**src/rtl/axis_width_converter.sv**
```systemverilog
// -----------------------------------------------------------------------------
// axis_width_converter
//
// AXI-Stream data-width converter. The mode is chosen at elaboration from the
// ratio of the two data widths:
//   S_DATA_WIDTH > M_DATA_WIDTH : downsize. Each input word is split into
//                                 M-sized segments. Segments whose keep slice
//                                 is all-zero are skipped.
//   S_DATA_WIDTH < M_DATA_WIDTH : upsize. Input beats are packed into lanes.
//                                 A word closes when it is full or on tlast.
//   S_DATA_WIDTH = M_DATA_WIDTH : register slice with skid, latency 1.
//
// Ports
//   clk, rst_n                 clock, synchronous active-low reset
//   input_axis_t*              slave stream (tdata/tkeep/tvalid/tready/
//                              tlast/tuser/tid)
//   output_axis_t*             master stream, same field set
// All output fields come straight from registers. In downsize and upsize
// modes, input_axis_tready is a function of state, output_axis_tready and
// rst_n only. It never depends on input_axis_tvalid.
// -----------------------------------------------------------------------------
module axis_width_converter #(
   parameter int S_DATA_WIDTH = 64,
   parameter int M_DATA_WIDTH = 8,
   parameter int S_KEEP_WIDTH = S_DATA_WIDTH / 8,
   parameter int M_KEEP_WIDTH = M_DATA_WIDTH / 8,
   parameter int USER_WIDTH   = 1,
   parameter int ID_WIDTH     = 4
) (
   input  logic                    clk,
   input  logic                    rst_n,
   input  logic [S_DATA_WIDTH-1:0] input_axis_tdata,
   input  logic [S_KEEP_WIDTH-1:0] input_axis_tkeep,
   input  logic                    input_axis_tvalid,
   output logic                    input_axis_tready,
   input  logic                    input_axis_tlast,
   input  logic [USER_WIDTH-1:0]   input_axis_tuser,
   input  logic [ID_WIDTH-1:0]     input_axis_tid,
   output logic [M_DATA_WIDTH-1:0] output_axis_tdata,
   output logic [M_KEEP_WIDTH-1:0] output_axis_tkeep,
   output logic                    output_axis_tvalid,
   input  logic                    output_axis_tready,
   output logic                    output_axis_tlast,
   output logic [USER_WIDTH-1:0]   output_axis_tuser,
   output logic [ID_WIDTH-1:0]     output_axis_tid
);

   localparam bit IS_DOWN = S_DATA_WIDTH > M_DATA_WIDTH;
   localparam bit IS_UP   = S_DATA_WIDTH < M_DATA_WIDTH;
   localparam int RATIO   = IS_DOWN ? S_DATA_WIDTH / M_DATA_WIDTH :
                            (IS_UP ? M_DATA_WIDTH / S_DATA_WIDTH : 1);
   localparam bit WIDTH_OK = (S_DATA_WIDTH % 8 == 0) && (M_DATA_WIDTH % 8 == 0) &&
                             (S_KEEP_WIDTH == S_DATA_WIDTH / 8) &&
                             (M_KEEP_WIDTH == M_DATA_WIDTH / 8) &&
                             (IS_DOWN ? (S_DATA_WIDTH % M_DATA_WIDTH == 0)
                                      : (M_DATA_WIDTH % S_DATA_WIDTH == 0));
   localparam int SEG_W = (RATIO > 1) ? $clog2(RATIO) : 1;

   // Output field registers, shared by every mode.
   logic [M_DATA_WIDTH-1:0] out_data_reg;
   logic [M_KEEP_WIDTH-1:0] out_keep_reg;
   logic                    out_last_reg;
   logic [USER_WIDTH-1:0]   out_user_reg;
   logic [ID_WIDTH-1:0]     out_id_reg;
   logic                    out_valid;

   assign output_axis_tdata  = out_data_reg;
   assign output_axis_tkeep  = out_keep_reg;
   assign output_axis_tvalid = out_valid;
   assign output_axis_tlast  = out_last_reg;
   assign output_axis_tuser  = out_user_reg;
   assign output_axis_tid    = out_id_reg;

   // Lowest set index in nz at or above 'from'. Returns 0 when there is none.
   function automatic int lowest_from(input logic [RATIO-1:0] nz, input int from);
      lowest_from = 0;
      for (int i = RATIO - 1; i >= 0; i--) begin
         if (i >= from && nz[i]) lowest_from = i;
      end
   endfunction

   // True when some index strictly above idx is set in nz.
   function automatic logic any_above(input logic [RATIO-1:0] nz, input int idx);
      any_above = 1'b0;
      for (int i = 0; i < RATIO; i++) begin
         if (i > idx && nz[i]) any_above = 1'b1;
      end
   endfunction

   if (!WIDTH_OK) begin : g_bad_widths
      $error("axis_width_converter: data widths must be byte multiples with an integer ratio");
   end else if (IS_DOWN) begin : g_down
      typedef enum logic {IDLE, SPLIT} dn_state_t;
      dn_state_t               state_reg;
      logic [SEG_W-1:0]        seg_reg;
      logic [S_DATA_WIDTH-1:0] data_reg;
      logic [S_KEEP_WIDTH-1:0] keep_reg;
      logic                    last_reg;
      logic [USER_WIDTH-1:0]   user_reg;
      logic                    out_valid_reg;

      // Per-segment "carries at least one byte" flags for the incoming word
      // and for the word being split.
      logic [RATIO-1:0] in_nz;
      logic [RATIO-1:0] reg_nz;
      for (genvar gi = 0; gi < RATIO; gi++) begin : g_nz
         assign in_nz[gi]  = |input_axis_tkeep[gi*M_KEEP_WIDTH +: M_KEEP_WIDTH];
         assign reg_nz[gi] = |keep_reg[gi*M_KEEP_WIDTH +: M_KEEP_WIDTH];
      end

      logic [SEG_W-1:0] in_first;
      logic             in_first_more;
      logic [SEG_W-1:0] nxt_seg;
      logic             cur_more;
      logic             nxt_more;
      always_comb begin
         in_first      = SEG_W'(lowest_from(in_nz, 0));
         in_first_more = any_above(in_nz, int'(in_first));
         nxt_seg       = SEG_W'(lowest_from(reg_nz, int'(seg_reg) + 1));
         cur_more      = any_above(reg_nz, int'(seg_reg));
         nxt_more      = any_above(reg_nz, int'(nxt_seg));
      end

      // The final beat of a word frees the buffer on the same edge it drains,
      // so the next word loads with no bubble.
      assign input_axis_tready = rst_n && ((state_reg == IDLE) ||
                                           (!cur_more && output_axis_tready));
      assign out_valid = out_valid_reg;

      always_ff @(posedge clk) begin
         if (!rst_n) begin
            state_reg     <= IDLE;
            seg_reg       <= '0;
            data_reg      <= '0;
            keep_reg      <= '0;
            last_reg      <= 1'b0;
            user_reg      <= '0;
            out_valid_reg <= 1'b0;
            out_data_reg  <= '0;
            out_keep_reg  <= '0;
            out_last_reg  <= 1'b0;
            out_user_reg  <= '0;
            out_id_reg    <= '0;
         end else begin
            if (out_valid_reg && output_axis_tready) begin
               if (cur_more) begin
                  seg_reg      <= nxt_seg;
                  out_data_reg <= data_reg[nxt_seg*M_DATA_WIDTH +: M_DATA_WIDTH];
                  out_keep_reg <= keep_reg[nxt_seg*M_KEEP_WIDTH +: M_KEEP_WIDTH];
                  out_last_reg <= last_reg && !nxt_more;
                  out_user_reg <= nxt_more ? '0 : user_reg;
               end else begin
                  state_reg     <= IDLE;
                  out_valid_reg <= 1'b0;
               end
            end
            // A load overrides the drain above when both happen on one edge.
            if (input_axis_tvalid && input_axis_tready) begin
               data_reg   <= input_axis_tdata;
               keep_reg   <= input_axis_tkeep;
               last_reg   <= input_axis_tlast;
               user_reg   <= input_axis_tuser;
               seg_reg    <= in_first;
               out_id_reg <= input_axis_tid;
               if (|input_axis_tkeep) begin
                  state_reg     <= SPLIT;
                  out_valid_reg <= 1'b1;
                  out_data_reg  <= input_axis_tdata[in_first*M_DATA_WIDTH +: M_DATA_WIDTH];
                  out_keep_reg  <= input_axis_tkeep[in_first*M_KEEP_WIDTH +: M_KEEP_WIDTH];
                  out_last_reg  <= input_axis_tlast && !in_first_more;
                  out_user_reg  <= in_first_more ? '0 : input_axis_tuser;
               end else if (input_axis_tlast) begin
                  // An empty closing word still marks the packet boundary.
                  state_reg     <= SPLIT;
                  out_valid_reg <= 1'b1;
                  out_data_reg  <= '0;
                  out_keep_reg  <= '0;
                  out_last_reg  <= 1'b1;
                  out_user_reg  <= input_axis_tuser;
               end else begin
                  state_reg     <= IDLE;
                  out_valid_reg <= 1'b0;
               end
            end
         end
      end
   end else if (IS_UP) begin : g_up
      typedef enum logic {FILL, HOLD} up_state_t;
      up_state_t               state_reg;
      logic [SEG_W-1:0]        cnt_reg;
      logic [M_DATA_WIDTH-1:0] acc_data_reg;
      logic [M_KEEP_WIDTH-1:0] acc_keep_reg;
      logic [USER_WIDTH-1:0]   acc_user_reg;
      logic [ID_WIDTH-1:0]     acc_id_reg;

      // The word as it would look with the current input placed in its lane.
      // The accumulator is cleared on completion, so unfilled lanes stay zero.
      logic [M_DATA_WIDTH-1:0] asm_data;
      logic [M_KEEP_WIDTH-1:0] asm_keep;
      logic [USER_WIDTH-1:0]   asm_user;
      logic [ID_WIDTH-1:0]     asm_id;
      logic                    word_done;
      always_comb begin
         asm_data = acc_data_reg;
         asm_keep = acc_keep_reg;
         asm_data[cnt_reg*S_DATA_WIDTH +: S_DATA_WIDTH] = input_axis_tdata;
         asm_keep[cnt_reg*S_KEEP_WIDTH +: S_KEEP_WIDTH] = input_axis_tkeep;
         asm_user  = acc_user_reg | input_axis_tuser;
         asm_id    = (cnt_reg == '0) ? input_axis_tid : acc_id_reg;
         word_done = (cnt_reg == SEG_W'(RATIO - 1)) || input_axis_tlast;
      end

      // While a word is held, a new lane may fill only as the held word leaves.
      assign input_axis_tready = rst_n && ((state_reg == FILL) || output_axis_tready);
      assign out_valid = (state_reg == HOLD);

      always_ff @(posedge clk) begin
         if (!rst_n) begin
            state_reg    <= FILL;
            cnt_reg      <= '0;
            acc_data_reg <= '0;
            acc_keep_reg <= '0;
            acc_user_reg <= '0;
            acc_id_reg   <= '0;
            out_data_reg <= '0;
            out_keep_reg <= '0;
            out_last_reg <= 1'b0;
            out_user_reg <= '0;
            out_id_reg   <= '0;
         end else begin
            if (state_reg == HOLD && output_axis_tready) begin
               state_reg <= FILL;
            end
            if (input_axis_tvalid && input_axis_tready) begin
               if (word_done) begin
                  state_reg    <= HOLD;
                  out_data_reg <= asm_data;
                  out_keep_reg <= asm_keep;
                  out_last_reg <= input_axis_tlast;
                  out_user_reg <= asm_user;
                  out_id_reg   <= asm_id;
                  cnt_reg      <= '0;
                  acc_data_reg <= '0;
                  acc_keep_reg <= '0;
                  acc_user_reg <= '0;
                  acc_id_reg   <= '0;
               end else begin
                  cnt_reg      <= cnt_reg + SEG_W'(1);
                  acc_data_reg <= asm_data;
                  acc_keep_reg <= asm_keep;
                  acc_user_reg <= asm_user;
                  acc_id_reg   <= asm_id;
               end
            end
         end
      end
   end else begin : g_equal
      localparam int BUS_W = S_DATA_WIDTH + S_KEEP_WIDTH + 1 + USER_WIDTH + ID_WIDTH;
      logic [BUS_W-1:0] in_bus;
      logic [BUS_W-1:0] skid_reg;
      logic             skid_valid_reg;
      logic             out_valid_reg;

      assign in_bus = {input_axis_tdata, input_axis_tkeep, input_axis_tlast,
                       input_axis_tuser, input_axis_tid};
      // Ready is registered. The skid slot absorbs the one beat that can
      // arrive while the output is stalled.
      assign input_axis_tready = rst_n && !skid_valid_reg;
      assign out_valid = out_valid_reg;

      always_ff @(posedge clk) begin
         if (!rst_n) begin
            skid_reg       <= '0;
            skid_valid_reg <= 1'b0;
            out_valid_reg  <= 1'b0;
            {out_data_reg, out_keep_reg, out_last_reg, out_user_reg, out_id_reg} <= '0;
         end else if (!out_valid_reg || output_axis_tready) begin
            if (skid_valid_reg) begin
               {out_data_reg, out_keep_reg, out_last_reg, out_user_reg, out_id_reg} <= skid_reg;
               out_valid_reg  <= 1'b1;
               skid_valid_reg <= 1'b0;
            end else if (input_axis_tvalid) begin
               {out_data_reg, out_keep_reg, out_last_reg, out_user_reg, out_id_reg} <= in_bus;
               out_valid_reg <= 1'b1;
            end else begin
               out_valid_reg <= 1'b0;
            end
         end else if (input_axis_tvalid && input_axis_tready) begin
            skid_reg       <= in_bus;
            skid_valid_reg <= 1'b1;
         end
      end
   end

endmodule

```
**config.mk**
```make
export PLATFORM = sky130hd
export DESIGN_NAME = axis_width_converter
export DESIGN_NICKNAME = d
export VERILOG_FILES = /design/src/rtl/axis_width_converter.sv
export SDC_FILE = /design/constraint.sdc
export NUM_CORES = 1
export LEC_CHECK = 0
export BUFFER_PORTS_ARGS = -buffer_cell sky130_fd_sc_hd__buf_2
export CORE_MARGIN = 2
export CORE_UTILIZATION = 60
export DETAILED_ROUTE_END_ITERATION = 6
export PLACE_DENSITY_LB_ADDON = 0.1
export RECOVER_POWER = 100
export SETUP_SLACK_MARGIN = 0.02
export SLEW_MARGIN = 20
export SYNTH_ARGS = -nofsm -noshare
export SYNTH_HDL_FRONTEND = slang
export SYNTH_SLANG_ARGS = --single-unit
```
**constraint.sdc**
```tcl
create_clock -name clk -period 7.06 [get_ports clk]
set_input_delay 1.412 -clock clk [delete_from_list [all_inputs] [get_ports clk]]
set_output_delay 1.412 -clock clk [all_outputs]
set_load 0.05 [all_outputs]
```
After elaboration in Yosys (flattened, before gate mapping)
Index checks and enable logic that the tools add are counted.

operators by class
  add/subtract/negate cells = 1
  reductions and logical operators = 44
  shift operators = 4
  magnitude comparators = 29
  multiplexer cells = 67
  bitwise operators = 1
  equal/unequal tests = 1

operator list
  operator             number
  $shiftx 64x7->8      2
  $mux 3               19
  $mux 1               43
  $mux 8               5
  $gt 3x3->1 const A   12
  $logic_and 1x1->1    35
  $gt 2x3->1 const A   6
  $ge 3x4->1 const A   4
  $shiftx 8x4->1       2
  $gt 1x3->1 const A   3
  $ge 1x4->1 const A   2
  $ge 2x4->1 const A   2
  $reduce_or 8->1      1
  $add 3x1->4 const B  1
  $reduce_and 2->1     2
  $reduce_bool 2->1    2
  $logic_not 1->1      3
  $ne 2x1->1 const B   1
  $logic_or 1x1->1     1
  $not 1->1            1

storage, ports and cells
  logic and storage cells = 158
  output and inout port bits = 17
  register bits = 93

Longest topological paths before layout
Gate-level depths: netlist of run 1.

  depth in word-level cells = 27
  gate-level depth with buffers = 12

Least setup slack after synthesis of run 1
OpenSTA, ideal clock, no wires.

  kind = input port to output port
  from = input port rst_n
  to = output port input_axis_tready
  required time = 5.648 ns
  data arrival time = 2.678 ns
  stages on the path = 4
  slack = 2.970 ns
  cell sequence = clkbuf_1 > clkbuf_1 > clkbuf_1 > and2_1

between the ends
  longest elaborated chain between the ends = 1

ends and longest elaborated chain
  item               RTL line  text
  start, declared    31        input logic rst_n,
  $logic_and 1x1->1  126       assign input_axis_tready = rst_n && ((state_reg == IDLE) ||
  end, declared      35        output logic input_axis_tready,

Every way passes these cells.

Final worst setup path of run 1
  from = input port rst_n
  to = register g_down.data_reg[19]

between the ends
  longest elaborated chain between the ends = 2

ends and longest elaborated chain
  item                  RTL line  text
  $logic_and 1x1->1     126
  $logic_and 1x1->1     158       if (input_axis_tvalid && input_axis_tready) begin
  end signal, assigned  159       data_reg <= input_axis_tdata;
  end, declared         96        logic [S_DATA_WIDTH-1:0] data_reg;

Parallel ways exist; a longest one is shown, timed or not.
A chain may end at the register's enable or synchronous reset.

==> metrics.md, run 1 <==
| Metric | Value |
|---|---|
| Result of the run | `finished, violations left` |
| Failing checks | `capacitance limit, slew limit` |
| Final worst path period need | `5.13 ns` |
| Cell type group with the largest total delay on the critical path | `buffers and inverters` |
| Placement row count | `34` |
| Design Power | `1.40 mW` |
| Reg2Reg Depth | `9` |
| # diodes | `0` |
| Average wire per cell in the routed design | `17.0 um` |
| Count leader, synth | `nand2_1` |
| Clock network fraction of total power | `24.1%` |
| Primary flip-flop cell chosen by synthesis mapping | `dfxtp_1` |
| Worst path required time | `7.28 ns` |
| Internal Dissipation | `867 uW` |
| Detailed-route via count | `5,211` |
| Yosys warning total | `0` |
| Vias in the first global route | `4,806` |
| Switching share of power | `38.3%` |
| Leading area contributor after synthesis | `dfxtp_1` |
| Flip-flop and latch count after synthesis | `93` |
| Gate count after technology mapping | `678` |
| All-Layer GR Usage | `31.1%` |
| Maximum number of pins on one net before global-route repair | `105` |
| GP Congestion | `0.866` |
| Peak ir drop on the vdd network | `0.112 mV` |
| Layout-stage area growth over the synthesis result | `12.1%` |
| Number of top-level pins | `99` |
| Post-synthesis area per instance | `7.70 um^2` |
| Ratio of routed vias to standard cells | `6.07` |
| CTS Buffer Depth | `2` |
| Fraction of final layout cells sized beyond drive strength 1 | `17.7%` |
| Max reg flops | `64` |
| Number of DRC markers after the initial detailed-route iteration | `370` |
| Number of standard cells in the final layout excluding fillers | `858` |
| Sequential-to-total area share from yosys stat | `35.7%` |
| Initial core utilization | `60.7%` |
| GRT Residual Overflow | `0` |
| Final period utilization | `72.6%` |
| Count of nets after finishing | `834` |
| Net count after synthesis | `767` |
| Power per Cell Area | `240 nW/um^2` |
| Clock slew at reported path FFs | `0.09 ns` |
| Final HPWL DP | `10,400 um` |
| Reg-to-Reg End | `g_down.data_reg[19]` |
| R2R setup slack | `2.49 ns` |
| Number of placed instances with taps included | `841` |
| Cell Chain, Critical Path | `buf_2, buf_4, nand3_1, o31ai_4, clkbuf_1, buf_4, o21ai_0` |
| Endpoint kind of the worst setup timing path | `register` |
| Fin Clk Skew | `0.0133 ns` |
| CTS buffer count | `9` |
| Rel. slew slack | `-44.1%` |
| Post-CTS Setup Bufs | `0` |
| Source-to-sink clock delay at the later pin of the worst-skew pair | `0.37 ns` |
| Type of the most critical hold path | `reg2reg` |
| Cell with the biggest individual delay on the critical path | `clkbuf_1` |
| Die area | `9460 um^2` |
| Share of async-settable or async-resettable flops after synthesis | `0%` |
| Setup repair after global routing missed its margin | `no` |
| TritonCTS clock tree | `built` |
| First drt pass iteration count | `5` |
| Buffers plus inverters on the worst setup path | `4` |
| Ranking of synthesized cells by instance count | `nand2_1, dfxtp_1, o21ai_0` |
| Fraction of power consumed by sequential logic | `44.5%` |
| Count of input and output buffers | `98` |
| Sort of element at the start of the critical path | `primary input` |
| Post-layout util | `68.1%` |
| Final hold violation count | `0` |
| Post-synth EDFFs | `0` |
| Cell depth of the worst setup path | `7` |
| Cell mode on critical path | `buf_4` |
| Total wire length after detailed routing | `14,600 um` |
| Final-report max-slew violation count | `60` |
| Setup TNS Final | `0 ns` |
| Post-Syn Area | `5220 um^2` |
| Finish-stage setup viols | `0` |
| Die X-Extent | `97.3 um` |
| Critical path class | `in2reg` |
| Worst-path maximum fanout | `104` |
| Antenna Violating Nets Remaining | `0` |
| CTS Hold Bufs | `0` |
| Max-cap check violation count | `1` |
| Switching component of the power | `537 uW` |
| Worst endpoint data arrival time | `5.35 ns` |
| Crit. Startpoint | `rst_n` |
| Cts repair resizes | `0` |
| First-pass GRT wire length | `23,900 um` |
| Max Clk Rate | `195 MHz` |
| Root buffer cell | `clkbuf_8` |
| Largest incremental delay on the critical path | `1.57 ns` |
| CTS H-tree depth | `3` |
| Portion of total power attributed to combinational logic | `31.5%` |
| Cell types occupying the most area after synthesis | `dfxtp_1, nand2_1, o21ai_0, mux2i_1, a211oi_1` |
| Critical path endpoint | `g_down.data_reg[19]` |
| Number of antenna violations at the first check in global routing | `0` |
| Transition time of the tightest slew-check pin | `2.16 ns` |
| Clock net sink count | `93` |
| Die Y-Extent | `97.3 um` |
| Number of library cell types mapped by synthesis | `62` |
| Leakage power of the design | `2.29 nW` |
| Top cell type's share of synthesized area | `35.7%` |
| Detailed-route DRC error count | `0` |
| Placeable core area | `8590 um^2` |
| Beginning of the worst register-to-register path | `g_down.seg_reg[0]` |
## worst min-delay path, stage by stage, from the launching register on
cell	delay (ns)
dfxtp_1	0.31
nand2_1	0.05
o21ai_0	0.06
## power groups by stage
stage                     logic [mW]  registers [mW]  clock network [mW]
after floorplan                0.292           0.656                   0
after global placement         0.424           0.633                   0
after detailed placement       0.433           0.635                   0
after CTS                      0.434           0.622               0.340
after global routing           0.480           0.631               0.361
final                          0.442           0.624               0.338
## through the flow
step | cell area, um^2 | hold WS [ns] | setup slack [ns]
after floorplan | 5220 | 0.431 | 2.97
after global placement | 5680 | 0.439 | 2.90
after detailed placement | 5680 | 0.449 | 2.78
after CTS | 5860 | 0.462 | 2.80
after global routing | 5850 | 0.480 | 1.59
final | 5850 | 0.459 | 1.93
## placed cells by master, fill, tap and decap left out, types with 4 or more instances in the layout
cell type and count:
o31ai_1 11, nor2b_1 22, nand3_1 6, nor2_1 16, a221oi_1 13, a211o_1 7
a211oi_1 20, o21ai_0 88, dfxtp_1 93, buf_4 6, ha_1 7, a21oi_1 23
nand3b_1 4, mux2_2 12, clkbuf_8 9, and2_1 13, clkbuf_1 18, buf_2 81
nand2_1 193, a21o_1 4, nand2b_1 6, inv_1 8, o211ai_1 8, mux2i_1 22
## cells by family (layout without fill, tap and decap cells)
kind of cell / count (synthesis) / in the layout / share of synthesized area (%)
AND/OR/NAND/NOR: 275 / 275 / 23.1
AO/OA/AOI/OAI: 207 / 207 / 26.4
flip-flops: 93 / 93 / 35.7
buffers and inverters: 58 / 130 / 4.94
multiplexers: 37 / 37 / 8.11
adder cells (fa/ha/maj): 7 / 7 / 1.68
XOR/XNOR: 1 / 1 / 0.168
## worst min path at each step
| stage | start | to | slack [ns] | depth (start not counted) |
|---|---|---|---|---|
| 2_1_floorplan | g_down.data_reg[29] | g_down.data_reg[29] | 0.43 | 2 |
| 3_3_place_gp | g_down.data_reg[28] | g_down.data_reg[28] | 0.44 | 2 |
| 3_5_place_dp | g_down.last_reg | g_down.last_reg | 0.45 | 2 |
| 4_1_cts | g_down.data_reg[59] | g_down.data_reg[59] | 0.46 | 2 |
| 5_1_grt | g_down.data_reg[15] | g_down.data_reg[15] | 0.48 | 2 |
| 6_report | g_down.data_reg[59] | g_down.data_reg[59] | 0.46 | 2 |
## cell type report
cell class	instances	area, um^2
tap	108	135
clock inverter	7	55.1
clock buffer	9	124
timing repair buffer	106	533
sequential	93	1860
multi-input combinational	527	3110
inverter	8	30.0
fill	777	2740
## layer usage
layer | vias up | share of wire (%) | wire length, um | global-route usage (%)
met4 | 0 | 3.6 | 528 | 13.7
met3 | 40 | 6.1 | 897 | 5.04
met2 | 207 | 47 | 6840 | 50.3
li1 | 2529 | - | - | -
met5 | - | 0 | 0 | 0
met1 | 2435 | 43 | 6350 | 41.1
Power figures use the tool's default switching activity.
==> run 2: changes to the inputs <==
--- a/config.mk
+++ b/config.mk
@@ -5,9 +5,10 @@
 export SDC_FILE = /design/constraint.sdc
 export NUM_CORES = 1
 export LEC_CHECK = 0
+export ABC_AREA = 1
 export BUFFER_PORTS_ARGS = -buffer_cell sky130_fd_sc_hd__buf_2
 export CORE_MARGIN = 2
-export CORE_UTILIZATION = 60
+export CORE_UTILIZATION = 50
 export DETAILED_ROUTE_END_ITERATION = 6
 export PLACE_DENSITY_LB_ADDON = 0.1
 export RECOVER_POWER = 100
==> constraint.sdc (replaced) <==
create_clock -name clk -period 4.43 [get_ports clk]
set_input_delay 0.886 -clock clk [delete_from_list [all_inputs] [get_ports clk]]
set_output_delay 0.886 -clock clk [all_outputs]
set_load 0.05 [all_outputs]
==> run 2 against run 1 <==
The run now ends clean. Via count increased by 3.4%. Die area increased by 17%. Combinational power increased by 28%. Clock power increased by 110%. Flip-flop and latch count unchanged. Sequential power increased by 52%. Register-to-register slack got worse by 1.6 ns. Setup slack got worse by 1.0 ns. Sequential share of layout area increased by 0.20 points. Clock skew about the same. Core utilization decreased by 8.9 points. Largest cell class unchanged.
==> metrics.md, run 2 <==
| Metric | Value |
|---|---|
| Result of the run | `finished clean` |
| Count of input and output buffers | `98 (unchanged)` |
| Final HPWL DP | `11,100 um (+6.6%)` |
| Internal Dissipation | `1.46 mW (+69%)` |
| Top cell type's share of synthesized area | `36.5% (+0.82 points)` |
| Peak ir drop on the vdd network | `0.222 mV (+99%)` |
| Max reg flops | `64 (unchanged)` |
| Final worst path period need | `3.54 ns` |
| Fin Clk Skew | `0.0129 ns (-0.000429 ns)` |
| Final period utilization | `79.9%` |
| Maximum number of pins on one net before global-route repair | `83 (-21%)` |
| Ratio of routed vias to standard cells | `5.51 (-9.3%)` |
| Design Power | `2.21 mW (+57%)` |
| Count leader, synth | `nand2_1` |
| Fraction of power consumed by sequential logic | `42.9% (-1.6 points)` |
| Setup TNS Final | `0 ns (unchanged)` |
| Source-to-sink clock delay at the later pin of the worst-skew pair | `0.37 ns (about the same)` |
| CTS buffer count | `9 (unchanged)` |
| R2R setup slack | `0.89 ns (-1.60 ns)` |
| Layout-stage area growth over the synthesis result | `14.0%` |
| Reg2Reg Depth | `14 (+5)` |
| Leakage power of the design | `2.73 nW (+19%)` |
| Endpoint kind of the worst setup timing path | `register` |
| Fraction of final layout cells sized beyond drive strength 1 | `16.1% (-1.6 points)` |
| Switching component of the power | `743 uW (+38%)` |
| All-Layer GR Usage | `28.7% (-2.3 points)` |
| Cts repair resizes | `0 (unchanged)` |
| Number of library cell types mapped by synthesis | `35 (-44%)` |
| Ranking of synthesized cells by instance count | `nand2_1, nand3_1, dfxtp_1` |
| Setup repair after global routing missed its margin | `no` |
| Worst hold margin | `0.457 ns (-0.00202 ns)` |
| Cell types occupying the most area after synthesis | `dfxtp_1, nand2_1, nand3_1, o21ai_0, inv_1` |
| Portion of total power attributed to combinational logic | `25.6% (-5.9 points)` |
| Number of antenna violations at the first check in global routing | `0 (unchanged)` |
| GP Congestion | `0.967 (+12%)` |
| Primary flip-flop cell chosen by synthesis mapping | `dfxtp_1` |
| Share of async-settable or async-resettable flops after synthesis | `0% (unchanged)` |
| Sort of element at the start of the critical path | `register` |
| Max Clk Rate | `283 MHz` |
| Die area | `11,000 um^2 (+17%)` |
| Rel. slew slack | `18.3% (+62 points)` |
| Detailed-route DRC error count | `0 (unchanged)` |
| Hold-critical path endpoint | `g_down.data_reg[36]` |
| # diodes | `0 (unchanged)` |
| Root buffer cell | `clkbuf_8` |
| Worst path required time | `4.73 ns (-2.55 ns)` |
| Leading area contributor after synthesis | `dfxtp_1` |
| Number of DRC markers after the initial detailed-route iteration | `463 (+25%)` |
| Vias in the first global route | `5,009 (+4.2%)` |
| Post-CTS Setup Bufs | `0 (unchanged)` |
| Die Y-Extent | `105 um (+8.0%)` |
| Yosys warning total | `0 (unchanged)` |
| Reg-to-Reg End | `g_down.data_reg[37]` |
| Average wire per cell in the routed design | `16.1 um (-5.5%)` |
| Worst endpoint data arrival time | `3.84 ns (-1.51 ns)` |
| Startpoint of the most critical hold path | `g_down.data_reg[36]` |
| First drt pass iteration count | `5 (unchanged)` |
| TritonCTS clock tree | `built` |
| CTS H-tree depth | `3 (unchanged)` |
| Most frequent standard cell in the layout excluding fill and tap cells | `nand2_1` |
| Switching share of power | `33.7% (-4.6 points)` |
| Count of nets after finishing | `929 (+11%)` |
| Post-synth EDFFs | `0 (unchanged)` |
| Hold Crit Depth | `2 (unchanged)` |
| Detailed-route via count | `5,390 (+3.4%)` |
| Power per Cell Area | `379 nW/um^2 (+58%)` |
| Transition time of the tightest slew-check pin | `1.23 ns (-0.935 ns)` |
| CTS Buffer Depth | `2 (unchanged)` |
| Die X-Extent | `105 um (+8.0%)` |
| Most frequent cells in the layout | `nand2_1, nand3_1, dfxtp_1, inv_1, o21ai_0` |
| Gate count after technology mapping | `768 (+13%)` |
| Final hold violation count | `0 (unchanged)` |
| Clock slew at reported path FFs | `0.10 ns (about the same)` |
| First-pass GRT wire length | `25,100 um (+5.1%)` |
| CTS Hold Bufs | `0 (unchanged)` |
| Post-synthesis area per instance | `6.64 um^2 (-14%)` |
| Sequential-to-total area share from yosys stat | `36.5% (+0.82 points)` |
| Initial core utilization | `51.9% (-8.8 points)` |
| Beginning of the worst register-to-register path | `g_down.seg_reg[0]` |
| Type of the most critical hold path | `reg2reg` |
| Finish-stage setup viols | `0 (unchanged)` |
| Post-Syn Area | `5100 um^2 (-2.3%)` |
| Critical path class | `reg2reg` |
| Worst-path maximum fanout | `71 (-32%)` |
| Antenna Violating Nets Remaining | `0 (unchanged)` |
| Total wire length after detailed routing | `15,700 um (+7.7%)` |
| Number of top-level pins | `99 (unchanged)` |
| Placeable core area | `9820 um^2 (+14%)` |
| GRT Residual Overflow | `0 (unchanged)` |
| Net count after synthesis | `857 (+12%)` |
| Clock network fraction of total power | `31.5% (+7.4 points)` |
| Max-cap check violation count | `0 (-1)` |
| Final-report max-slew violation count | `0 (-100%)` |
| Flip-flop and latch count after synthesis | `93 (unchanged)` |
| Placement row count | `36 (+5.9%)` |
| Clock net sink count | `93 (unchanged)` |
## run 2: worst max-delay path, cell delays in order, from the launching register on
cell      delay (ns)
dfxtp_1         0.52
inv_1           0.14
ha_1            0.24
nor2_1          0.10
o21ai_1         0.06
a21o_1          0.18
nand3_1         0.07
nand2_1         0.07
nand2_1         0.07
inv_2           0.05
nand2_4         0.05
clkbuf_2        0.89
buf_4           0.66
o21ai_0         0.16
a21oi_1         0.16
## run 2: metal layers
metal	vias up	track usage (%)	share of wire, %	routed length (um)
met5	-	0	0	0
met4	0	12.6	3.8	591
met3	40	5.30	7.5	1180
met2	224	47.7	46	7300
met1	2467	36.3	42	6660
li1	2659	-	-	-
## run 2: logic make-up after synthesis
group	count (synthesis)	synth area share (%)
adder cells (fa/ha/maj)	7	1.72
buffers and inverters	142	11.1
flip-flops	93	36.5
AND/OR/NAND/NOR	340	29.8
AO/OA/AOI/OAI	186	20.9
## run 2: power groups by stage
stage | Combinational (mW) | Clock, mW | Sequential [mW]
2_1_floorplan | 0.366 | 0 | 0.997
3_3_place_gp | 0.555 | 0 | 0.962
3_5_place_dp | 0.564 | 0 | 0.965
4_1_cts | 0.566 | 0.707 | 0.945
5_1_grt | 0.624 | 0.743 | 0.955
6_report | 0.564 | 0.696 | 0.946
## run 2: how the worst max path moves through the flow
stage                             start  slack [ns]  depth (start not counted)              endpoint
floorplan           input_axis_tkeep[6]        2.04                         10  output_axis_tdata[2]
global placement    input_axis_tkeep[6]        1.27                         12  output_axis_tdata[2]
detailed placement  input_axis_tkeep[6]        1.14                         10  output_axis_tdata[2]
CTS                   g_down.seg_reg[0]        1.34                         14   g_down.data_reg[35]
global route          g_down.seg_reg[0]        0.50                         14   g_down.data_reg[38]
finish                g_down.seg_reg[0]        0.89                         14   g_down.data_reg[37]
## run 2: layout make-up
class	count	area, um^2
clock buffer	10	138
inverter	100	380
sequential	93	1860
timing repair buffer	103	504
multi-input combinational	533	2650
fill	1070	4010
clock inverter	6	110
tap	133	166
## run 2: per-stage QoR
step / std cells / utilization (%) / worst slack (ns) / cell area (um^2)
final: 978 / 59.2 / 0.891 / 5810
after global routing: 978 / 59.2 / 0.503 / 5810
after CTS: 978 / 59.6 / 1.34 / 5860
after detailed placement: 962 / 57.1 / 1.14 / 5610
after global placement: 962 / 57.1 / 1.27 / 5610
after floorplan: 768 / - / 2.04 / 5100
